===== src/rtl/alu_md_ctl_if.sv =====
// EX-stage decode and mul/div bundle between the pipeline and alu_md_ctl.
// The master drives the EX instruction fields; the slave returns decode and stall results.
interface alu_md_ctl_if #(
    parameter int unsigned DW = 32
);
    logic [5:0]    func;
    logic          r_type;
    logic          ex_valid;
    logic          flush;
    logic [DW-1:0] rs_val;
    logic [DW-1:0] rt_val;
    logic [4:0]    aluc;
    logic          sftmd;
    logic          jr_out;
    logic          jalr_out;
    logic          illegal;
    logic          stall;
    logic          md_busy;
    logic          hilo_rd;
    logic [DW-1:0] hilo_rdata;

    modport master (
        output func, r_type, ex_valid, flush, rs_val, rt_val,
        input  aluc, sftmd, jr_out, jalr_out, illegal, stall, md_busy, hilo_rd, hilo_rdata
    );

    modport slave (
        input  func, r_type, ex_valid, flush, rs_val, rt_val,
        output aluc, sftmd, jr_out, jalr_out, illegal, stall, md_busy, hilo_rd, hilo_rdata
    );
endinterface


===== src/rtl/alu_md_ctl.sv =====
// EX-stage ALU control: R-type funct decode, HI/LO registers and radix-2 mul/div sequencer.
// Optional MD_EARLY_OUT_EN: multiplies finish early once the remaining multiplier bits are zero.
module alu_md_ctl #(
    parameter int unsigned DW = 32,
    parameter int unsigned CW = 6
) (
    input  logic        clk,
    input  logic        rst_n,
    alu_md_ctl_if.slave md
);
    localparam logic [5:0] FnMfhi = 6'b010000;
    localparam logic [5:0] FnMthi = 6'b010001;
    localparam logic [5:0] FnMflo = 6'b010010;
    localparam logic [5:0] FnMtlo = 6'b010011;
    localparam logic [5:0] FnJr   = 6'b001000;
    localparam logic [5:0] FnJalr = 6'b001001;
    localparam logic [CW-1:0] LastStep = CW'(DW - 1);

`ifdef MD_EARLY_OUT_EN
    localparam bit EarlyOut = 1'b1;
`else
    localparam bit EarlyOut = 1'b0;
`endif

    typedef enum logic [1:0] {StIdle, StRun, StDone} state_e;

    state_e        r_state;
    logic [CW-1:0] r_cnt;
    logic [DW-1:0] r_hi, r_lo;
    logic [DW-1:0] r_acc, r_mq, r_mcand;
    logic          r_is_div, r_neg, r_rneg, r_dz;

    logic [4:0]      w_aluc;
    logic            w_legal;
    logic            w_is_md, w_start, w_signed, w_div, w_rt_zero, w_stall, w_mt_wr;
    logic [DW-1:0]   w_rs_abs, w_rt_abs;
    logic [DW:0]     w_sum, w_shift, w_diff;
    logic [DW-1:0]   w_acc_n, w_mq_n;
    logic [2*DW-1:0] w_prod, w_early;
    logic [DW-1:0]   w_hi_fin, w_lo_fin, w_rest_mask;
    logic            w_rest_zero;

    always_comb begin
        w_aluc  = 5'b11111;
        w_legal = 1'b1;
        case (md.func)
            6'b100001: w_aluc = 5'b00000;
            6'b100011: w_aluc = 5'b00001;
            6'b101010: w_aluc = 5'b00010;
            6'b100100: w_aluc = 5'b00011;
            6'b100111: w_aluc = 5'b00100;
            6'b100101: w_aluc = 5'b00101;
            6'b100110: w_aluc = 5'b00110;
            6'b000000: w_aluc = 5'b00111;
            6'b000010: w_aluc = 5'b01000;
            6'b101011: w_aluc = 5'b01001;
            6'b001001: w_aluc = 5'b01010;
            6'b001000: w_aluc = 5'b01011;
            6'b000100: w_aluc = 5'b01100;
            6'b000011: w_aluc = 5'b01101;
            6'b000111: w_aluc = 5'b01110;
            6'b000110: w_aluc = 5'b01111;
            6'b010000: w_aluc = 5'b10000;
            6'b010001: w_aluc = 5'b10001;
            6'b010010: w_aluc = 5'b10010;
            6'b010011: w_aluc = 5'b10011;
            6'b011000: w_aluc = 5'b10100;
            6'b011001: w_aluc = 5'b10101;
            6'b011010: w_aluc = 5'b10110;
            6'b011011: w_aluc = 5'b10111;
            default:   w_legal = 1'b0;
        endcase
    end

    assign md.aluc       = w_aluc;
    assign md.illegal    = md.r_type & ~w_legal;
    assign md.sftmd      = (md.func == 6'b000000) | (md.func == 6'b000010) |
                           (md.func == 6'b000011);
    assign md.jr_out     = md.r_type & (md.func == FnJr);
    assign md.jalr_out   = md.r_type & (md.func == FnJalr);
    assign md.hilo_rd    = md.r_type & ((md.func == FnMfhi) | (md.func == FnMflo));
    assign md.hilo_rdata = (md.func == FnMfhi) ? r_hi : r_lo;

    // funct 0110xx: bit 0 selects unsigned, bit 1 selects divide
    assign w_is_md   = (md.func[5:2] == 4'b0110);
    assign w_signed  = ~md.func[0];
    assign w_div     = md.func[1];
    assign w_rt_zero = (md.rt_val == '0);
    assign w_start   = (r_state == StIdle) & md.ex_valid & md.r_type & ~md.flush & w_is_md;
    assign w_stall   = w_start | (r_state == StRun);
    assign w_mt_wr   = md.ex_valid & md.r_type & ~w_stall & ~md.flush;
    assign md.stall   = w_stall;
    assign md.md_busy = (r_state != StIdle);

    assign w_rs_abs = (w_signed & md.rs_val[DW-1]) ? -md.rs_val : md.rs_val;
    assign w_rt_abs = (w_signed & md.rt_val[DW-1]) ? -md.rt_val : md.rt_val;

    // One radix-2 step: r_acc holds product-high / partial remainder, r_mq multiplier / quotient
    always_comb begin
        w_sum   = {1'b0, r_acc} + {1'b0, r_mcand};
        w_shift = {r_acc, r_mq[DW-1]};
        w_diff  = w_shift - {1'b0, r_mcand};
        if (r_is_div) begin
            w_acc_n = w_diff[DW] ? w_shift[DW-1:0] : w_diff[DW-1:0];
            w_mq_n  = {r_mq[DW-2:0], ~w_diff[DW]};
        end else if (r_mq[0]) begin
            w_acc_n = w_sum[DW:1];
            w_mq_n  = {w_sum[0], r_mq[DW-1:1]};
        end else begin
            w_acc_n = {1'b0, r_acc[DW-1:1]};
            w_mq_n  = {r_acc[0], r_mq[DW-1:1]};
        end
    end

    always_comb begin
        w_prod = {w_acc_n, w_mq_n};
        if (r_neg) begin
            w_prod = -w_prod;
        end
        if (r_is_div) begin
            w_lo_fin = r_dz ? '1 : (r_neg ? -w_mq_n : w_mq_n);
            w_hi_fin = r_rneg ? -w_acc_n : w_acc_n;
        end else begin
            w_lo_fin = w_prod[DW-1:0];
            w_hi_fin = w_prod[2*DW-1:DW];
        end
        // Low DW-r_cnt bits of r_mq are the multiplier bits not yet consumed
        w_rest_mask = {DW{1'b1}} >> r_cnt;
        w_rest_zero = ((r_mq & w_rest_mask) == '0);
        w_early     = {r_acc, r_mq} >> (DW - 32'(r_cnt));
        if (r_neg) begin
            w_early = -w_early;
        end
    end

    always_ff @(posedge clk or negedge rst_n) begin
        if (!rst_n) begin
            r_state  <= StIdle;
            r_cnt    <= '0;
            r_hi     <= '0;
            r_lo     <= '0;
            r_acc    <= '0;
            r_mq     <= '0;
            r_mcand  <= '0;
            r_is_div <= 1'b0;
            r_neg    <= 1'b0;
            r_rneg   <= 1'b0;
            r_dz     <= 1'b0;
        end else begin
            case (r_state)
                StIdle: begin
                    if (w_start) begin
                        r_state  <= StRun;
                        r_cnt    <= '0;
                        r_acc    <= '0;
                        r_mq     <= w_rs_abs;
                        r_mcand  <= w_rt_abs;
                        r_is_div <= w_div;
                        r_dz     <= w_div & w_rt_zero;
                        r_neg    <= w_signed & (md.rs_val[DW-1] ^ md.rt_val[DW-1]) &
                                    ~(w_div & w_rt_zero);
                        r_rneg   <= w_signed & md.rs_val[DW-1];
                    end else if (w_mt_wr && md.func == FnMthi) begin
                        r_hi <= md.rs_val;
                    end else if (w_mt_wr && md.func == FnMtlo) begin
                        r_lo <= md.rs_val;
                    end
                end
                StRun: begin
                    if (md.flush) begin
                        r_state <= StIdle;
                    end else if (EarlyOut && !r_is_div && w_rest_zero) begin
                        r_hi    <= w_early[2*DW-1:DW];
                        r_lo    <= w_early[DW-1:0];
                        r_state <= StDone;
                    end else if (r_cnt == LastStep) begin
                        r_hi    <= w_hi_fin;
                        r_lo    <= w_lo_fin;
                        r_state <= StDone;
                    end else begin
                        r_acc <= w_acc_n;
                        r_mq  <= w_mq_n;
                        r_cnt <= r_cnt + 1'b1;
                    end
                end
                StDone: begin
                    r_state <= StIdle;
                end
                default: begin
                    r_state <= StIdle;
                end
            endcase
        end
    end
endmodule


===== src/flat_wrapper.sv =====
// flat-port wrapper written by rule: the top's interface ports become plain ports
module alu_md_ctl_flat 
#(
    parameter int unsigned DW = 32,
    parameter int unsigned CW = 6
)
  (clk, rst_n, md_func, md_r_type, md_ex_valid, md_flush, md_rs_val, md_rt_val, md_aluc, md_sftmd, md_jr_out, md_jalr_out, md_illegal, md_stall, md_md_busy, md_hilo_rd, md_hilo_rdata);
  alu_md_ctl_if #(.DW(DW)) md_i ();
  input  logic clk;
  input  logic rst_n;
  input wire logic [$bits(md_i.func)-1:0] md_func;
  input wire logic [$bits(md_i.r_type)-1:0] md_r_type;
  input wire logic [$bits(md_i.ex_valid)-1:0] md_ex_valid;
  input wire logic [$bits(md_i.flush)-1:0] md_flush;
  input wire logic [$bits(md_i.rs_val)-1:0] md_rs_val;
  input wire logic [$bits(md_i.rt_val)-1:0] md_rt_val;
  output wire logic [$bits(md_i.aluc)-1:0] md_aluc;
  output wire logic [$bits(md_i.sftmd)-1:0] md_sftmd;
  output wire logic [$bits(md_i.jr_out)-1:0] md_jr_out;
  output wire logic [$bits(md_i.jalr_out)-1:0] md_jalr_out;
  output wire logic [$bits(md_i.illegal)-1:0] md_illegal;
  output wire logic [$bits(md_i.stall)-1:0] md_stall;
  output wire logic [$bits(md_i.md_busy)-1:0] md_md_busy;
  output wire logic [$bits(md_i.hilo_rd)-1:0] md_hilo_rd;
  output wire logic [$bits(md_i.hilo_rdata)-1:0] md_hilo_rdata;
  assign md_i.func = md_func;
  assign md_i.r_type = md_r_type;
  assign md_i.ex_valid = md_ex_valid;
  assign md_i.flush = md_flush;
  assign md_i.rs_val = md_rs_val;
  assign md_i.rt_val = md_rt_val;
  assign md_aluc = md_i.aluc;
  assign md_sftmd = md_i.sftmd;
  assign md_jr_out = md_i.jr_out;
  assign md_jalr_out = md_i.jalr_out;
  assign md_illegal = md_i.illegal;
  assign md_stall = md_i.stall;
  assign md_md_busy = md_i.md_busy;
  assign md_hilo_rd = md_i.hilo_rd;
  assign md_hilo_rdata = md_i.hilo_rdata;
  alu_md_ctl #(.DW(DW), .CW(CW)) u_core (.clk(clk), .rst_n(rst_n), .md(md_i));
endmodule

===== config.mk =====
export PLATFORM = sky130hd
export DESIGN_NAME = alu_md_ctl_flat
export DESIGN_NICKNAME = d
export VERILOG_FILES = /design/src/rtl/alu_md_ctl_if.sv /design/src/rtl/alu_md_ctl.sv /design/src/flat_wrapper.sv
export SDC_FILE = /design/constraint.sdc
export NUM_CORES = 1
export LEC_CHECK = 0
export ABC_CLOCK_PERIOD_IN_PS = 5030
export BUFFER_PORTS_ARGS = -buffer_cell sky130_fd_sc_hd__buf_2
export CAP_MARGIN = 20
export CORE_UTILIZATION = 50
export CTS_BUF_LIST = sky130_fd_sc_hd__clkbuf_8
export CTS_CLUSTER_DIAMETER = 120
export DETAILED_ROUTE_END_ITERATION = 16
export HOLD_SLACK_MARGIN = 0.1
export PLACE_DENSITY = 0.68
export SYNTH_ARGS = -nofsm -noshare
export SYNTH_HDL_FRONTEND = slang
export SYNTH_SLANG_ARGS = --single-unit

===== constraint.sdc =====
create_clock -name clk -period 5.03 [get_ports clk]
set_input_delay 0.7545 -clock clk [delete_from_list [all_inputs] [get_ports clk]]
set_output_delay 0.7545 -clock clk [all_outputs]
set_load 0.02 [all_outputs]

==> results_dict.tcl, run 1 <==
set metrics [dict create \
    outcome "completed" \
    min_period_ps 4720 \
    core.rowCount 66 \
    clock-root-buffer "clkbuf_8" \
    criticalPathCategory "reg -> reg" \
    syn_inst 2168 \
    overflow 0 \
    max_slew.worst_pin.slew_ps 1140 \
    drive_gt1_share_pct 15.4 \
    synth_nets 2314 \
    dp_hpwl_mm 45.6 \
    drtIter0Drc 2082 \
    yosysTopAreaCell "dfrtp_1" \
    drv_slew 0 \
    setup_viol 0 \
    crit_fanout 9 \
    synthToLayoutAreaGrowth_pct 10.2 \
    final_nets 2409 \
    synth_edf_count 0 \
    multi_input_comb_area_um2 11600 \
    power_leakage_nw 8.04 \
    wl_per_cell_um 22.5 \
    synthTopCellsByArea "dfrtp_1 26%, o21ai_0 5.9%, nand2_1 5.8%, a21oi_1 5.3%, ha_1 5.2%" \
    yosysWarningCount 0 \
    fmax_mhz 212 \
    p_per_area_nw_per_um2 576 \
    synth_cell_type_count 113 \
    synth_ff_type "dfrtp_1" \
    tns_ps 0 \
    clock_sinks 172 \
    arrival_ps 5150 \
    ios 119 \
    cts_max_level 4 \
    antenna_found_initial 4 \
    combinationalPowerShare_pct 68.8 \
    initial_core_util_pct 51.0 \
    hp-class "in -> async" \
    clock_path_buffers 2 \
    die_area_um2 34100 \
    seq_power_share_pct 20.9 \
    ys_seq_area_share_pct 25.8 \
    crit_path_end_kind "register" \
    cap_violations 0 \
    rsz0062_at_grt "no" \
    start_kind "register" \
    avgSynthCellArea_um2 7.69 \
    holdBufCountCts 0 \
    switchingPower_w 0.00555 \
    yosys_register_bits 172 \
    finalPower_w 0.0106 \
    sw_frac_of_total_pct 52.4 \
    die_h_um 185 \
    cts_tree "done" \
    drc_errors 0 \
    pwr-share-clk_pct 10.3 \
    grt_pass1_vias 16200 \
    hold_viol 0 \
    finClkSkew_ps 19.7 \
    grt.total_usage_pct 36.0 \
    internal_power_w 0.00504 \
    clock_latency_ps 510 \
    grt_max_degree 93 \
    finalWirelength_mm 61.2 \
    maxSlewHeadroom_pct 23.7 \
    fp.coreArea_um2 32700 \
    cts_buffers 17 \
    syn_area_um2 16700 \
    first_pass_iters 5 \
    peakVddDrop_uv 299 \
    fillers 3180 \
    via_count 17600 \
    die_x_um 185 \
    viasPerCell 6.47 \
    finalCritPeriodShare_pct 93.9 \
    gp_congestion 0.987 \
    placement.io_buffers 118 \
    synth_top_area_share_pct 25.8 \
    path_clk_slew_ps 110 \
    synthArstFlopShare_pct 100 \
    crit_required_ps 5460 \
    grt_first_pass_wirelength_mm 94.2 \
    ant_nets 0 \
    register_area_um2 4310 \
]
## state kept, by name, indices dropped and copies added (netlist names)
name	cells
u_core.r_acc	32
u_core.r_cnt	6
u_core.r_dz	1
u_core.r_hi	32
u_core.r_is_div	1
u_core.r_lo	32
u_core.r_mcand	32
u_core.r_mq	32
u_core.r_neg	1
u_core.r_rneg	1
u_core.r_state	2
## cell type report
class	count	area share, %
Timing Repair Buffer	204	7.00
Sequential cell	172	23.4
Inverter	70	1.43
Clock inverter	14	0.932
Tap cell	442	3.01
Antenna cell	3	0.0408
Multi-Input combinational cell	1798	62.9
Clock buffer	17	1.27
## cells by family (layout without fill, tap and decap cells)
group                    count (synthesis)  in the layout  synth area share [%]
adder cells (fa/ha/maj)                 71             71                  5.42
flip-flops                             172            172                  25.8
AND/OR/NAND/NOR                        781            781                  22.9
XOR/XNOR                               152            152                  8.07
buffers and inverters                  198            305                  5.23
other                                    0              3                     0
multiplexers                            91             91                  5.81
AO/OA/AOI/OAI                          703            703                  26.8
## what timing repair did
item	CTS	global route
setup buffers	0	6
gates resized for setup	0	4
endpoints found under the setup margin	0	11
## routing by layer
layer	vias up	share of wire (%)	track usage (%)
li1	8136	-	-
met1	8440	44	50.6
met2	887	44	54.2
met3	126	8.8	7.31
met4	6	3.1	12.9
met5	-	0.16	1.63
## critical path: stages (launching register included)
cell	delay [ps]
dfrtp_1	440
inv_1	100
ha_1	220
fa_1	390
nand2b_1	210
a21oi_2	210
o21ai_1	130
o21ai_2	210
a21oi_4	130
buf_4	210
a2111o_1	440
inv_1	110
ha_1	210
o221ai_1	210
a211o_1	360
nor4_1	260
nand4_1	200
o21ai_0	270
xor2_1	100
a211oi_1	230
## placed cells by master (no fill, tap or decap), types with 23 or more instances in the layout
| master | instances |
|---|---|
| a211oi_1 | 32 |
| a21o_1 | 29 |
| a21oi_1 | 174 |
| a31oi_1 | 27 |
| and3_1 | 25 |
| buf_2 | 117 |
| buf_4 | 83 |
| dfrtp_1 | 171 |
| ha_1 | 69 |
| inv_1 | 67 |
| mux2_2 | 47 |
| mux2i_1 | 44 |
| nand2_1 | 259 |
| nand3_1 | 43 |
| nor2_1 | 196 |
| nor3_1 | 75 |
| o21ai_0 | 195 |
| o22ai_1 | 42 |
| o31ai_1 | 23 |
| xnor2_1 | 75 |
| xor2_1 | 75 |
## final timing paths
kind / start / to / slack [ps] / cells after the start
max in group asynchronous: rst_n / u_core.r_lo[9] / 3710 / 2
setup reg to reg: u_core.r_mq[31] / u_core.r_hi[30] / 310 / 19
min in group clk: u_core.r_lo[31] / u_core.r_lo[31] / 480 / 2
hold / removal: rst_n / u_core.r_mcand[28] / 300 / 1
setup / recovery: u_core.r_mq[31] / u_core.r_hi[30] / 310 / 19
hold reg to reg: u_core.r_lo[31] / u_core.r_lo[31] / 480 / 2
## power groups by stage
stage | logic, W | registers, W | clock network [W]
2_1_floorplan | 0.00495 | 0.00202 | 0
3_3_place_gp | 0.00692 | 0.00220 | 0
3_5_place_dp | 0.00699 | 0.00221 | 0
4_1_cts | 0.00703 | 0.00219 | 0.00111
5_1_grt | 0.00783 | 0.00225 | 0.00116
6_report | 0.00728 | 0.00221 | 0.00110
## Yosys cell counts, drive strengths merged (6+ instances only)
cell type	count
o22ai	42
o41ai	6
a22o	21
o21a	18
nand3	44
nor3	78
a22oi	7
xnor2	77
mux2i	44
a31o	6
or3	24
nor2	198
or4	9
mux2	47
and2	17
o211ai	16
and4	9
nor3b	7
inv	68
o21ai	211
nor2b	17
o31ai	25
nand2	259
nand2b	17
a41oi	8
clkbuf	85
a31oi	28
nand4	21
a211oi	34
ha	69
nor4	28
a21o	30
buf	42
a211o	6
and3	26
o21bai	8
a21oi	180
or2	9
dfrtp	172
xor2	75
## through the flow
step	instances	utilization (%)	cell area (µm²)	hold WS, ps	setup WS, ps
finish	2720	56.2	18400	298	309
CTS	2710	55.9	18300	343	221
floorplan	2168	-	16700	444	535
global placement	2679	54.7	17900	456	320
detailed placement	2679	54.7	17900	465	246
global route	2718	56.2	18400	333	6.78
(Power assumes the default switching activity.)
==> run 2, diff against run 1 <==
--- a/config.mk
+++ b/config.mk
@@ -8,12 +8,14 @@
 export ABC_CLOCK_PERIOD_IN_PS = 5030
 export BUFFER_PORTS_ARGS = -buffer_cell sky130_fd_sc_hd__buf_2
 export CAP_MARGIN = 20
-export CORE_UTILIZATION = 50
+export CELL_PAD_IN_SITES_DETAIL_PLACEMENT = 1
+export CELL_PAD_IN_SITES_GLOBAL_PLACEMENT = 2
+export CORE_UTILIZATION = 38
 export CTS_BUF_LIST = sky130_fd_sc_hd__clkbuf_8
 export CTS_CLUSTER_DIAMETER = 120
 export DETAILED_ROUTE_END_ITERATION = 16
 export HOLD_SLACK_MARGIN = 0.1
-export PLACE_DENSITY = 0.68
+export PLACE_DENSITY_LB_ADDON = 0.1
 export SYNTH_ARGS = -nofsm -noshare
 export SYNTH_HDL_FRONTEND = slang
 export SYNTH_SLANG_ARGS = --single-unit
==> run 2 against run 1 <==
Against the previous run:
- global-route usage shrank 3.2 points
- largest power group unchanged
- register-to-register slack lost 60 ps
- clock power is essentially flat
- critical path type unchanged
- design area increased by 1.9%
- core utilization decreased by 13 points
- power up 4.0%
- largest cell class unchanged
- combinational power rose by 5.8%
- fmax down 1.3%
==> results_dict.tcl, run 2 (same netlist as run 1, synthesis figures left out) <==
set metrics [dict create \
    outcome "completed" \
    sw_frac_of_total_pct 52.8 \
    crit_required_ps 5490 \
    grt.total_usage_pct 32.8 \
    hp-class "in -> async" \
    switchingPower_w 0.00581 \
    crit_fanout 11 \
    reg2reg_to "u_core.r_hi[25]" \
    max_slew.worst_pin.slew_ps 1010 \
    seq_power_share_pct 20.0 \
    finalWirelength_mm 72.2 \
    antennaDiodeCount 0 \
    arrival_ps 5240 \
    grt_max_degree 84 \
    drtIter0Drc 1324 \
    cap_violations 0 \
    die_h_um 212 \
    pwr-share-clk_pct 10.1 \
    grt_first_pass_wirelength_mm 110 \
    cts_max_level 4 \
    gp_congestion 0.955 \
    internal_power_w 0.00520 \
    cts_tree "done" \
    grt_pass1_vias 17600 \
    synthToLayoutAreaGrowth_pct 12.4 \
    via_count 17500 \
    layout_commonest_cell "nand2_1" \
    ant_nets 0 \
    fin_area_um2 18700 \
    setup_viol 0 \
    crit_path_end_kind "register" \
    min_period_ps 4780 \
    placement.io_buffers 118 \
    die_x_um 212 \
    criticalPathCategory "reg -> reg" \
    place_ws_ps 198 \
    maxSlewHeadroom_pct 32.6 \
    fin_ws_ps 245 \
    initial_core_util_pct 38.6 \
    start_kind "register" \
    peakVddDrop_uv 289 \
    placed_area_um2 18300 \
    drv_slew 0 \
    r2r_setup_slack_ps 250 \
    p_per_area_nw_per_um2 587 \
    dp_hpwl_mm 55.5 \
    rsz0062_at_grt "no" \
    viasPerCell 6.07 \
    cts_buffers 17 \
    finClkSkew_ps 30.2 \
    first_pass_iters 5 \
    tns_ps 0 \
    power_leakage_nw 8.13 \
    holdBufCountCts 0 \
    path_clk_slew_ps 120 \
    r2r-start "u_core.r_mcand[14]" \
    antenna_found_initial 4 \
    ios 119 \
    clock-root-buffer "clkbuf_8" \
    clock_path_buffers 2 \
    wl_per_cell_um 25.0 \
    final_nets 2434 \
    clock_latency_ps 590 \
    fmax_mhz 209 \
    drc_errors 0 \
    core.rowCount 76 \
    overflow 0 \
    combinationalPowerShare_pct 69.9 \
    final_cell_mix "259 x nand2_1, 196 x nor2_1, 193 x o21ai_0" \
    clock_sinks 172 \
    r2r.worst_path.cells 18 \
    die_area_um2 44700 \
    finalCritPeriodShare_pct 95.1 \
    hold_viol 0 \
    drive_gt1_share_pct 16.4 \
    fp.coreArea_um2 43200 \
]
run 2: worst max path at each step:
stage                       start              end  slack, ps  cells past startpoint
2_1_floorplan     u_core.r_mq[31]  u_core.r_hi[30]        530                     23
3_3_place_gp     u_core.r_acc[20]  u_core.r_hi[30]        360                     17
3_5_place_dp     u_core.r_acc[20]  u_core.r_hi[30]        200                     17
4_1_cts          u_core.r_acc[20]  u_core.r_hi[30]        160                     17
5_1_grt           u_core.r_mq[31]  u_core.r_hi[22]         40                     18
6_report       u_core.r_mcand[14]  u_core.r_hi[25]        250                     18
run 2: area by class of cell:
type / count / area (µm²)
clock inverters: 12 / 136
multi-input cells: 1798 / 11600
flip-flops and latches: 172 / 4310
inverters: 70 / 263
repair buffers: 229 / 1460
well taps: 585 / 732
fillers: 5447 / 24400
clock buffers: 20 / 275
run 2: repair_timing:
item	4_1_cts	5_1_grt
endpoints found under the setup margin	0	15
setup buffers	0	5
resized for setup	0	8
run 2: layer usage:
layer / global-route usage (%) / vias up / routed length [µm]
met5: 0 / - / 0
met2: 49.3 / 562 / 31600
met4: 10.6 / 0 / 1870
met3: 5.80 / 102 / 4530
met1: 47.0 / 8721 / 34200
li1: - / 8138 / -
run 2: metrics by stage:
stage	hold WS, ps	instances	utilization, %	power [W]
after floorplan	444	2168	-	0.00697
after CTS	234	2881	43.3	0.0108
final	226	2886	43.4	0.0110
after global routing	254	2886	43.4	0.0117
after global placement	454	2849	42.3	0.00956
after detailed placement	463	2849	42.3	0.00968
run 2: critical path, stage by stage (launching register included):
cell	delay, ps
dfrtp_1	450
inv_1	100
ha_1	420
and4_1	280
nor4b_4	320
inv_1	100
o21ai_2	240
a21oi_4	170
buf_4	190
buf_4	160
or4_1	550
a31oi_4	210
o2bb2ai_2	80
or4_4	530
o21bai_1	230
a41oi_1	210
buf_4	200
xnor2_1	120
o21ai_1	70
run 2: power groups by stage:
stage          clock [W]  sequential [W]  combinational (W)
2_1_floorplan          0         0.00202            0.00495
3_3_place_gp           0         0.00220            0.00736
3_5_place_dp           0         0.00222            0.00747
4_1_cts          0.00114         0.00219            0.00751
5_1_grt          0.00119         0.00224            0.00830
6_report         0.00112         0.00220            0.00770
